## src/rtl/tcp_rx_fetch_if.sv

```systemverilog
// tcp_rx_fetch_if: AXI-Stream style handshake bundle shared by all tcp_rx_fetch streams
interface tcp_rx_fetch_if #(parameter int DW = 64) ();
  logic valid;
  logic ready;
  logic [DW-1:0] data;
  logic [DW/8-1:0] keep;
  logic last;
  modport master (output valid, data, keep, last, input ready);
  modport slave (input valid, data, keep, last, output ready);
endinterface

```

## src/rtl/tcp_rx_fetch.sv

```systemverilog
// tcp_rx_fetch: turns a TOE data-available notification into one tagged rx message
module tcp_rx_fetch #(
  parameter int TIMEOUT_CYCLES = 4096
) (
  input logic net_clk,
  input logic net_areset,
  tcp_rx_fetch_if.slave s_axis_notifications,
  tcp_rx_fetch_if.master m_axis_read_package,
  tcp_rx_fetch_if.slave s_axis_rx_metadata,
  tcp_rx_fetch_if.slave s_axis_rx_data,
  tcp_rx_fetch_if.master m_axis_msg_meta,
  tcp_rx_fetch_if.master m_axis_msg_data,
  output logic err_len,
  output logic err_session,
  output logic err_timeout,
  output logic [31:0] msg_count
);
  typedef enum logic [2:0] {IDLE, REQ, META, MOUT, DATA} state_t;
  state_t state, state_nx;
  logic [15:0] sess, len, tcnt;
  logic [16:0] bcnt;
  logic [3:0] pop;
  logic n_acc, m_acc, beat, tmo;
  logic unused;
  assign unused = ^{s_axis_notifications.data[87:32], s_axis_notifications.keep,
                    s_axis_notifications.last, s_axis_rx_metadata.keep, s_axis_rx_metadata.last};
  assign n_acc = s_axis_notifications.valid & s_axis_notifications.ready;
  assign m_acc = s_axis_rx_metadata.valid & s_axis_rx_metadata.ready;
  assign beat = s_axis_rx_data.valid & s_axis_rx_data.ready;
  assign tmo = tcnt == 16'(TIMEOUT_CYCLES - 1);
  // state register
  always_ff @(posedge net_clk or posedge net_areset) begin
    if (net_areset) state <= IDLE;
    else state <= state_nx;
  end
  // next-state logic; zero-length notifications are swallowed in IDLE
  always_comb begin
    state_nx = state;
    unique case (state)
      IDLE: if (n_acc && s_axis_notifications.data[31:16] != 16'd0) state_nx = REQ;
      REQ: if (m_axis_read_package.ready) state_nx = META;
      META: state_nx = m_acc ? MOUT : (tmo ? IDLE : META);
      MOUT: if (m_axis_msg_meta.ready) state_nx = DATA;
      DATA: if (beat && s_axis_rx_data.last) state_nx = IDLE;
      default: state_nx = IDLE;
    endcase
  end
  // outputs decoded from the registered state; payload is a gated pass-through in DATA
  always_comb begin
    s_axis_notifications.ready = state == IDLE;
    m_axis_read_package.valid = state == REQ;
    m_axis_read_package.data = {len, sess};
    m_axis_read_package.keep = '1;
    m_axis_read_package.last = 1'b1;
    s_axis_rx_metadata.ready = state == META;
    m_axis_msg_meta.valid = state == MOUT;
    m_axis_msg_meta.data = {len, sess};
    m_axis_msg_meta.keep = '1;
    m_axis_msg_meta.last = 1'b1;
    s_axis_rx_data.ready = (state == DATA) & m_axis_msg_data.ready;
    m_axis_msg_data.valid = (state == DATA) & s_axis_rx_data.valid;
    m_axis_msg_data.data = s_axis_rx_data.data;
    m_axis_msg_data.keep = s_axis_rx_data.keep;
    m_axis_msg_data.last = s_axis_rx_data.last;
  end
  // byte count contributed by the current beat
  always_comb begin
    pop = '0;
    for (int i = 0; i < 8; i++) pop = pop + {3'b0, s_axis_rx_data.keep[i]};
  end
  // request latch, counters, sticky error flags and message counter
  always_ff @(posedge net_clk or posedge net_areset) begin
    if (net_areset) begin
      sess <= '0;
      len <= '0;
      tcnt <= '0;
      bcnt <= '0;
      err_len <= 1'b0;
      err_session <= 1'b0;
      err_timeout <= 1'b0;
      msg_count <= '0;
    end else begin
      if (n_acc) begin
        sess <= s_axis_notifications.data[15:0];
        len <= s_axis_notifications.data[31:16];
      end
      tcnt <= state == META ? tcnt + 16'd1 : '0;
      bcnt <= state != DATA ? '0 : (beat ? bcnt + {13'b0, pop} : bcnt);
      if (m_acc && s_axis_rx_metadata.data != sess) err_session <= 1'b1;
      if (state == META && !m_acc && tmo) err_timeout <= 1'b1;
      if (beat && s_axis_rx_data.last) begin
        msg_count <= msg_count + 32'd1;
        if (bcnt + {13'b0, pop} != {1'b0, len}) err_len <= 1'b1;
      end
    end
  end
endmodule

```

## src/flat_wrapper.sv

```systemverilog
// flat-port wrapper written by rule: the top's interface ports become plain ports
module tcp_rx_fetch_flat 
#(
  parameter int TIMEOUT_CYCLES = 4096
)
  (net_clk, net_areset, err_len, err_session, err_timeout, msg_count, s_axis_notifications_valid, s_axis_notifications_data, s_axis_notifications_keep, s_axis_notifications_last, s_axis_notifications_ready, m_axis_read_package_valid, m_axis_read_package_data, m_axis_read_package_keep, m_axis_read_package_last, m_axis_read_package_ready, s_axis_rx_metadata_valid, s_axis_rx_metadata_data, s_axis_rx_metadata_keep, s_axis_rx_metadata_last, s_axis_rx_metadata_ready, s_axis_rx_data_valid, s_axis_rx_data_data, s_axis_rx_data_keep, s_axis_rx_data_last, s_axis_rx_data_ready, m_axis_msg_meta_valid, m_axis_msg_meta_data, m_axis_msg_meta_keep, m_axis_msg_meta_last, m_axis_msg_meta_ready, m_axis_msg_data_valid, m_axis_msg_data_data, m_axis_msg_data_keep, m_axis_msg_data_last, m_axis_msg_data_ready);
  tcp_rx_fetch_if #(.DW(88)) s_axis_notifications_i ();
  tcp_rx_fetch_if #(.DW(32)) m_axis_read_package_i ();
  tcp_rx_fetch_if #(.DW(16)) s_axis_rx_metadata_i ();
  tcp_rx_fetch_if #(.DW(64)) s_axis_rx_data_i ();
  tcp_rx_fetch_if #(.DW(32)) m_axis_msg_meta_i ();
  tcp_rx_fetch_if #(.DW(64)) m_axis_msg_data_i ();
  input logic net_clk;
  input logic net_areset;
  output logic err_len;
  output logic err_session;
  output logic err_timeout;
  output logic [31:0] msg_count;
  input wire logic [$bits(s_axis_notifications_i.valid)-1:0] s_axis_notifications_valid;
  input wire logic [$bits(s_axis_notifications_i.data)-1:0] s_axis_notifications_data;
  input wire logic [$bits(s_axis_notifications_i.keep)-1:0] s_axis_notifications_keep;
  input wire logic [$bits(s_axis_notifications_i.last)-1:0] s_axis_notifications_last;
  output wire logic [$bits(s_axis_notifications_i.ready)-1:0] s_axis_notifications_ready;
  output wire logic [$bits(m_axis_read_package_i.valid)-1:0] m_axis_read_package_valid;
  output wire logic [$bits(m_axis_read_package_i.data)-1:0] m_axis_read_package_data;
  output wire logic [$bits(m_axis_read_package_i.keep)-1:0] m_axis_read_package_keep;
  output wire logic [$bits(m_axis_read_package_i.last)-1:0] m_axis_read_package_last;
  input wire logic [$bits(m_axis_read_package_i.ready)-1:0] m_axis_read_package_ready;
  input wire logic [$bits(s_axis_rx_metadata_i.valid)-1:0] s_axis_rx_metadata_valid;
  input wire logic [$bits(s_axis_rx_metadata_i.data)-1:0] s_axis_rx_metadata_data;
  input wire logic [$bits(s_axis_rx_metadata_i.keep)-1:0] s_axis_rx_metadata_keep;
  input wire logic [$bits(s_axis_rx_metadata_i.last)-1:0] s_axis_rx_metadata_last;
  output wire logic [$bits(s_axis_rx_metadata_i.ready)-1:0] s_axis_rx_metadata_ready;
  input wire logic [$bits(s_axis_rx_data_i.valid)-1:0] s_axis_rx_data_valid;
  input wire logic [$bits(s_axis_rx_data_i.data)-1:0] s_axis_rx_data_data;
  input wire logic [$bits(s_axis_rx_data_i.keep)-1:0] s_axis_rx_data_keep;
  input wire logic [$bits(s_axis_rx_data_i.last)-1:0] s_axis_rx_data_last;
  output wire logic [$bits(s_axis_rx_data_i.ready)-1:0] s_axis_rx_data_ready;
  output wire logic [$bits(m_axis_msg_meta_i.valid)-1:0] m_axis_msg_meta_valid;
  output wire logic [$bits(m_axis_msg_meta_i.data)-1:0] m_axis_msg_meta_data;
  output wire logic [$bits(m_axis_msg_meta_i.keep)-1:0] m_axis_msg_meta_keep;
  output wire logic [$bits(m_axis_msg_meta_i.last)-1:0] m_axis_msg_meta_last;
  input wire logic [$bits(m_axis_msg_meta_i.ready)-1:0] m_axis_msg_meta_ready;
  output wire logic [$bits(m_axis_msg_data_i.valid)-1:0] m_axis_msg_data_valid;
  output wire logic [$bits(m_axis_msg_data_i.data)-1:0] m_axis_msg_data_data;
  output wire logic [$bits(m_axis_msg_data_i.keep)-1:0] m_axis_msg_data_keep;
  output wire logic [$bits(m_axis_msg_data_i.last)-1:0] m_axis_msg_data_last;
  input wire logic [$bits(m_axis_msg_data_i.ready)-1:0] m_axis_msg_data_ready;
  assign s_axis_notifications_i.valid = s_axis_notifications_valid;
  assign s_axis_notifications_i.data = s_axis_notifications_data;
  assign s_axis_notifications_i.keep = s_axis_notifications_keep;
  assign s_axis_notifications_i.last = s_axis_notifications_last;
  assign s_axis_notifications_ready = s_axis_notifications_i.ready;
  assign m_axis_read_package_valid = m_axis_read_package_i.valid;
  assign m_axis_read_package_data = m_axis_read_package_i.data;
  assign m_axis_read_package_keep = m_axis_read_package_i.keep;
  assign m_axis_read_package_last = m_axis_read_package_i.last;
  assign m_axis_read_package_i.ready = m_axis_read_package_ready;
  assign s_axis_rx_metadata_i.valid = s_axis_rx_metadata_valid;
  assign s_axis_rx_metadata_i.data = s_axis_rx_metadata_data;
  assign s_axis_rx_metadata_i.keep = s_axis_rx_metadata_keep;
  assign s_axis_rx_metadata_i.last = s_axis_rx_metadata_last;
  assign s_axis_rx_metadata_ready = s_axis_rx_metadata_i.ready;
  assign s_axis_rx_data_i.valid = s_axis_rx_data_valid;
  assign s_axis_rx_data_i.data = s_axis_rx_data_data;
  assign s_axis_rx_data_i.keep = s_axis_rx_data_keep;
  assign s_axis_rx_data_i.last = s_axis_rx_data_last;
  assign s_axis_rx_data_ready = s_axis_rx_data_i.ready;
  assign m_axis_msg_meta_valid = m_axis_msg_meta_i.valid;
  assign m_axis_msg_meta_data = m_axis_msg_meta_i.data;
  assign m_axis_msg_meta_keep = m_axis_msg_meta_i.keep;
  assign m_axis_msg_meta_last = m_axis_msg_meta_i.last;
  assign m_axis_msg_meta_i.ready = m_axis_msg_meta_ready;
  assign m_axis_msg_data_valid = m_axis_msg_data_i.valid;
  assign m_axis_msg_data_data = m_axis_msg_data_i.data;
  assign m_axis_msg_data_keep = m_axis_msg_data_i.keep;
  assign m_axis_msg_data_last = m_axis_msg_data_i.last;
  assign m_axis_msg_data_i.ready = m_axis_msg_data_ready;
  tcp_rx_fetch #(.TIMEOUT_CYCLES(TIMEOUT_CYCLES)) u_core (.net_clk(net_clk), .net_areset(net_areset), .s_axis_notifications(s_axis_notifications_i), .m_axis_read_package(m_axis_read_package_i), .s_axis_rx_metadata(s_axis_rx_metadata_i), .s_axis_rx_data(s_axis_rx_data_i), .m_axis_msg_meta(m_axis_msg_meta_i), .m_axis_msg_data(m_axis_msg_data_i), .err_len(err_len), .err_session(err_session), .err_timeout(err_timeout), .msg_count(msg_count));
endmodule
```

## config.mk

```make
export PLATFORM = sky130hd
export DESIGN_NAME = tcp_rx_fetch_flat
export DESIGN_NICKNAME = d
export VERILOG_FILES = /design/src/rtl/tcp_rx_fetch_if.sv /design/src/rtl/tcp_rx_fetch.sv /design/src/flat_wrapper.sv
export SDC_FILE = /design/constraint.sdc
export NUM_CORES = 1
export LEC_CHECK = 0
export BUFFER_PORTS_ARGS = -buffer_cell sky130_fd_sc_hd__buf_2
export CAP_MARGIN = 10
export CORE_AREA = 2 2 152 154
export DETAILED_ROUTE_END_ITERATION = 12
export DIE_AREA = 0 0 154 156
export SYNTH_ARGS = -nofsm -noshare
export SYNTH_HDL_FRONTEND = slang
export SYNTH_SLANG_ARGS = --single-unit
```

## constraint.sdc

```tcl
create_clock -name net_clk -period 4.5 [get_ports net_clk]
set_clock_uncertainty 0.2 [all_clocks]
set_input_delay 0.45 -clock net_clk [delete_from_list [all_inputs] [get_ports net_clk]]
set_output_delay 0.45 -clock net_clk [all_outputs]
set_load 0.1 [all_outputs]
```

==> results.txt <==
Asr flop ratio synth: 1.00
Inserted Diodes: 0
Synth top area share: 0.404
Area leader, netlist: dfrtp_1
TNS Setup: 0 ns
Worst Tran Pin Value: 0.996 ns
Die span in y: 156 µm
Period utilisation layout: 0.974
Top FF cell, synth: dfrtp_1
Pwr per Cell Area: 801 mW/mm²
Total GRT Usage: 0.121
Commonest non-fill, non-tap cell in the layout: buf_2
Final min period: 4.38 ns
Total grt overflow: 0
Fillcell total: 2315
Final setup viols: 0
Proportion of layout cells with a drive suffix above 1: 0.380
Mapped Cells: 639
Status: completed
Seq/Total Area, Yosys: 0.404
VDD IR max: 0.000740 V
Fmax: 0.228 GHz
Initial Utilization: 0.285
Post-Syn Area: 0.00637 mm²
Clock transition at path regs: 0.07 ns
Post-detail-place hpwl: 11.2 mm
Hold WS: 0.126 ns
Die Width: 154 µm
CTS root buf: clkbuf_16
First-pass DRT Iterations: 5
Final wirelength: 14.7 mm
#FFs+latches synth: 103
Power Total: 5860 µW
Initial antenna violation count: 0
Initial DRC Count: 193
Skew-Pair Late Insertion Delay: 0.36 ns
CP required: 4.52 ns
RSZ-0062 raised after global routing: true
Core Box Area: 0.0224 mm²
Largest net degree at the start of global routing: 79
Total number of vias: 4547
Die area: 0.0240 mm²
Routed wire length per instance: 14.4 µm
Clock sinks: 103
# placed instances: 1002
Maxcap violations: 0
Syn-to-layout area delta: 14.7%
Antenna-violating nets left: 0
Startpoint Class: primary input
Synth cell types: 61
Hold crit path type: in2async
Worst-path fanout max: 3
Routability congestion estimate: 0.779
Io pins: 388
Crit. End Element: flip-flop
Row count: 55
Layout Nets: 944
Average size of a mapped cell: 9.98 µm²
Worst path arrival time: 4.41 ns
Leak pwr: 0.00340 µW
WS Path Type: in2reg
Yosys warns: 0
Utilization after layout: 0.327
CTS tree: built
Top area cells in the synthesized netlist: dfrtp_1, buf_4, xor2_1
Max-slew violation count: 0
CTS Buf Count: 9
Post-synth EDFFs: 0
Final Non-Filler Cells: 1019
Port bufs: 178
Via density: 4.46
Max H-tree Level: 3
Commonest non-fill, non-tap cells in the layout: buf_2, dfrtp_1, nor2_1, xor2_1, nand2_1
Final Hold Vio Count: 0
Clock Path Buffers: 2
Drt drc: 0
Slew HR: 0.336
Vias in the first global route: 4512
First-pass GRT wire length: 23.1 mm
[registers in the layout (all words and copies together), names as in the netlist]
| register | flops |
|---|---|
| u_core.state | 3 |
| u_core.sess | 16 |
| u_core.err_timeout | 1 |
| u_core.bcnt | 17 |
| u_core.len | 16 |
| u_core.msg_count | 32 |
| u_core.err_session | 1 |
| u_core.err_len | 1 |
| u_core.tcnt | 16 |
[critical path, cell delays in order]
cell,delay [ns]
buf_2,0.12
ha_4,0.26
inv_2,0.03
fa_1,0.49
fa_1,0.44
fa_2,0.37
fa_2,0.39
xnor2_4,0.21
ha_4,0.25
a21oi_1,0.15
and2_4,0.16
xnor3_2,0.22
or4_4,0.52
a2111oi_2,0.22
a31oi_1,0.12
[worst paths after layout]
| path | to | start | cells past startpoint | slack, ns |
|---|---|---|---|---|
| min in group net_clk | u_core.sess[13]$_DFFE_PP0P_ | s_axis_notifications_data[13] | 2 | 0.13 |
| hold reg to reg | u_core.err_session$_DFFE_PP0P_ | u_core.err_session$_DFFE_PP0P_ | 1 | 0.27 |
| setup / recovery | u_core.err_len$_DFFE_PP0P_ | s_axis_rx_data_keep[1] | 15 | 0.12 |
| setup reg to reg | u_core.msg_count[20]$_DFFE_PP0P_ | u_core.state[1]$_DFFE_PP0P_ | 6 | 1.81 |
| max in group asynchronous | u_core.bcnt[16]$_DFFE_PP0P_ | net_areset | 3 | 3.07 |
| hold / removal | u_core.sess[6]$_DFFE_PP0P_ | net_areset | 2 | 0.13 |
[stage by stage]
stage	setup slack (ns)	cell area, µm²
finish	0.117	7310
global route	-0.0690	7310
CTS	0.0272	7190
detailed placement	-0.405	6880
global placement	-0.316	6880
floorplan	-0.0666	6430
[metal layers]
| layer | wire length (µm) | global-route usage | vias to the layer above |
|---|---|---|---|
| met5 | 0 | 0 | - |
| met4 | 335 | 0.0543 | 0 |
| met3 | 730 | 0.0253 | 26 |
| met2 | 6950 | 0.201 | 147 |
| met1 | 6660 | 0.153 | 2170 |
| li1 | - | - | 2204 |
[synthesized netlist by cell type, types with 2 or more instances]
master / count
nor3_1: 12
nor3b_1: 2
clkbuf_1: 6
nor2b_1: 5
buf_4: 115
a221o_1: 2
ha_1: 10
a21oi_1: 13
dfrtp_1: 103
nand4_1: 14
nand2_1: 43
o21a_1: 2
o21ai_0: 11
nor4_1: 12
xor2_1: 48
nand3_1: 18
and2_1: 7
buf_1: 3
or4_1: 3
buf_6: 4
xnor2_1: 39
mux2_2: 33
or3_1: 6
nor2_1: 50
nand2b_1: 2
a2111oi_2: 2
o211ai_1: 3
fa_1: 5
and4_1: 5
o31ai_1: 2
inv_1: 26
a211oi_1: 2
a31oi_1: 3
[logic make-up (layout without fill, tap and decap cells)]
kind of cell | count (synthesis) | after routing | share of synthesized area
other | 1 | 10 | 0.000588
and+or+nand+nor | 195 | 195 | 0.161
DFF | 103 | 103 | 0.404
muxes | 34 | 34 | 0.0599
AOI/OAI and AO/OA | 48 | 48 | 0.0508
adders and majority gates | 15 | 15 | 0.0353
buffers and inverters | 155 | 241 | 0.165
xor gates and xnor gates | 88 | 88 | 0.123
[layout make-up]
| cell class | count | area [µm²] | area share |
|---|---|---|---|
| Clock buffer | 11 | 253 | 0.0346 |
| Inverter | 26 | 100 | 0.0137 |
| Multi-Input combinational cell | 390 | 2920 | 0.399 |
| Tap cell | 285 | 357 | 0.0488 |
| Clock inverter | 5 | 52.6 | 0.00719 |
| Timing Repair Buffer | 199 | 1050 | 0.144 |
| Sequential cell | 103 | 2580 | 0.353 |
[where the power goes]
group          switching, µW  internal, µW
clock                    379           417
combinational           3030           647
sequential               274          1110
total                   3680          2170
[what timing repair did]
action | in CTS | in global routing
resized for setup | 2 | 16
pin swaps | 0 | 5
endpoints found under the setup margin | 1 | 2
setup buffers | 0 | 1
hold buffers | 0 | 0
endpoints found under the hold margin | 0 | 0
Power figures use the tool's default switching activity.
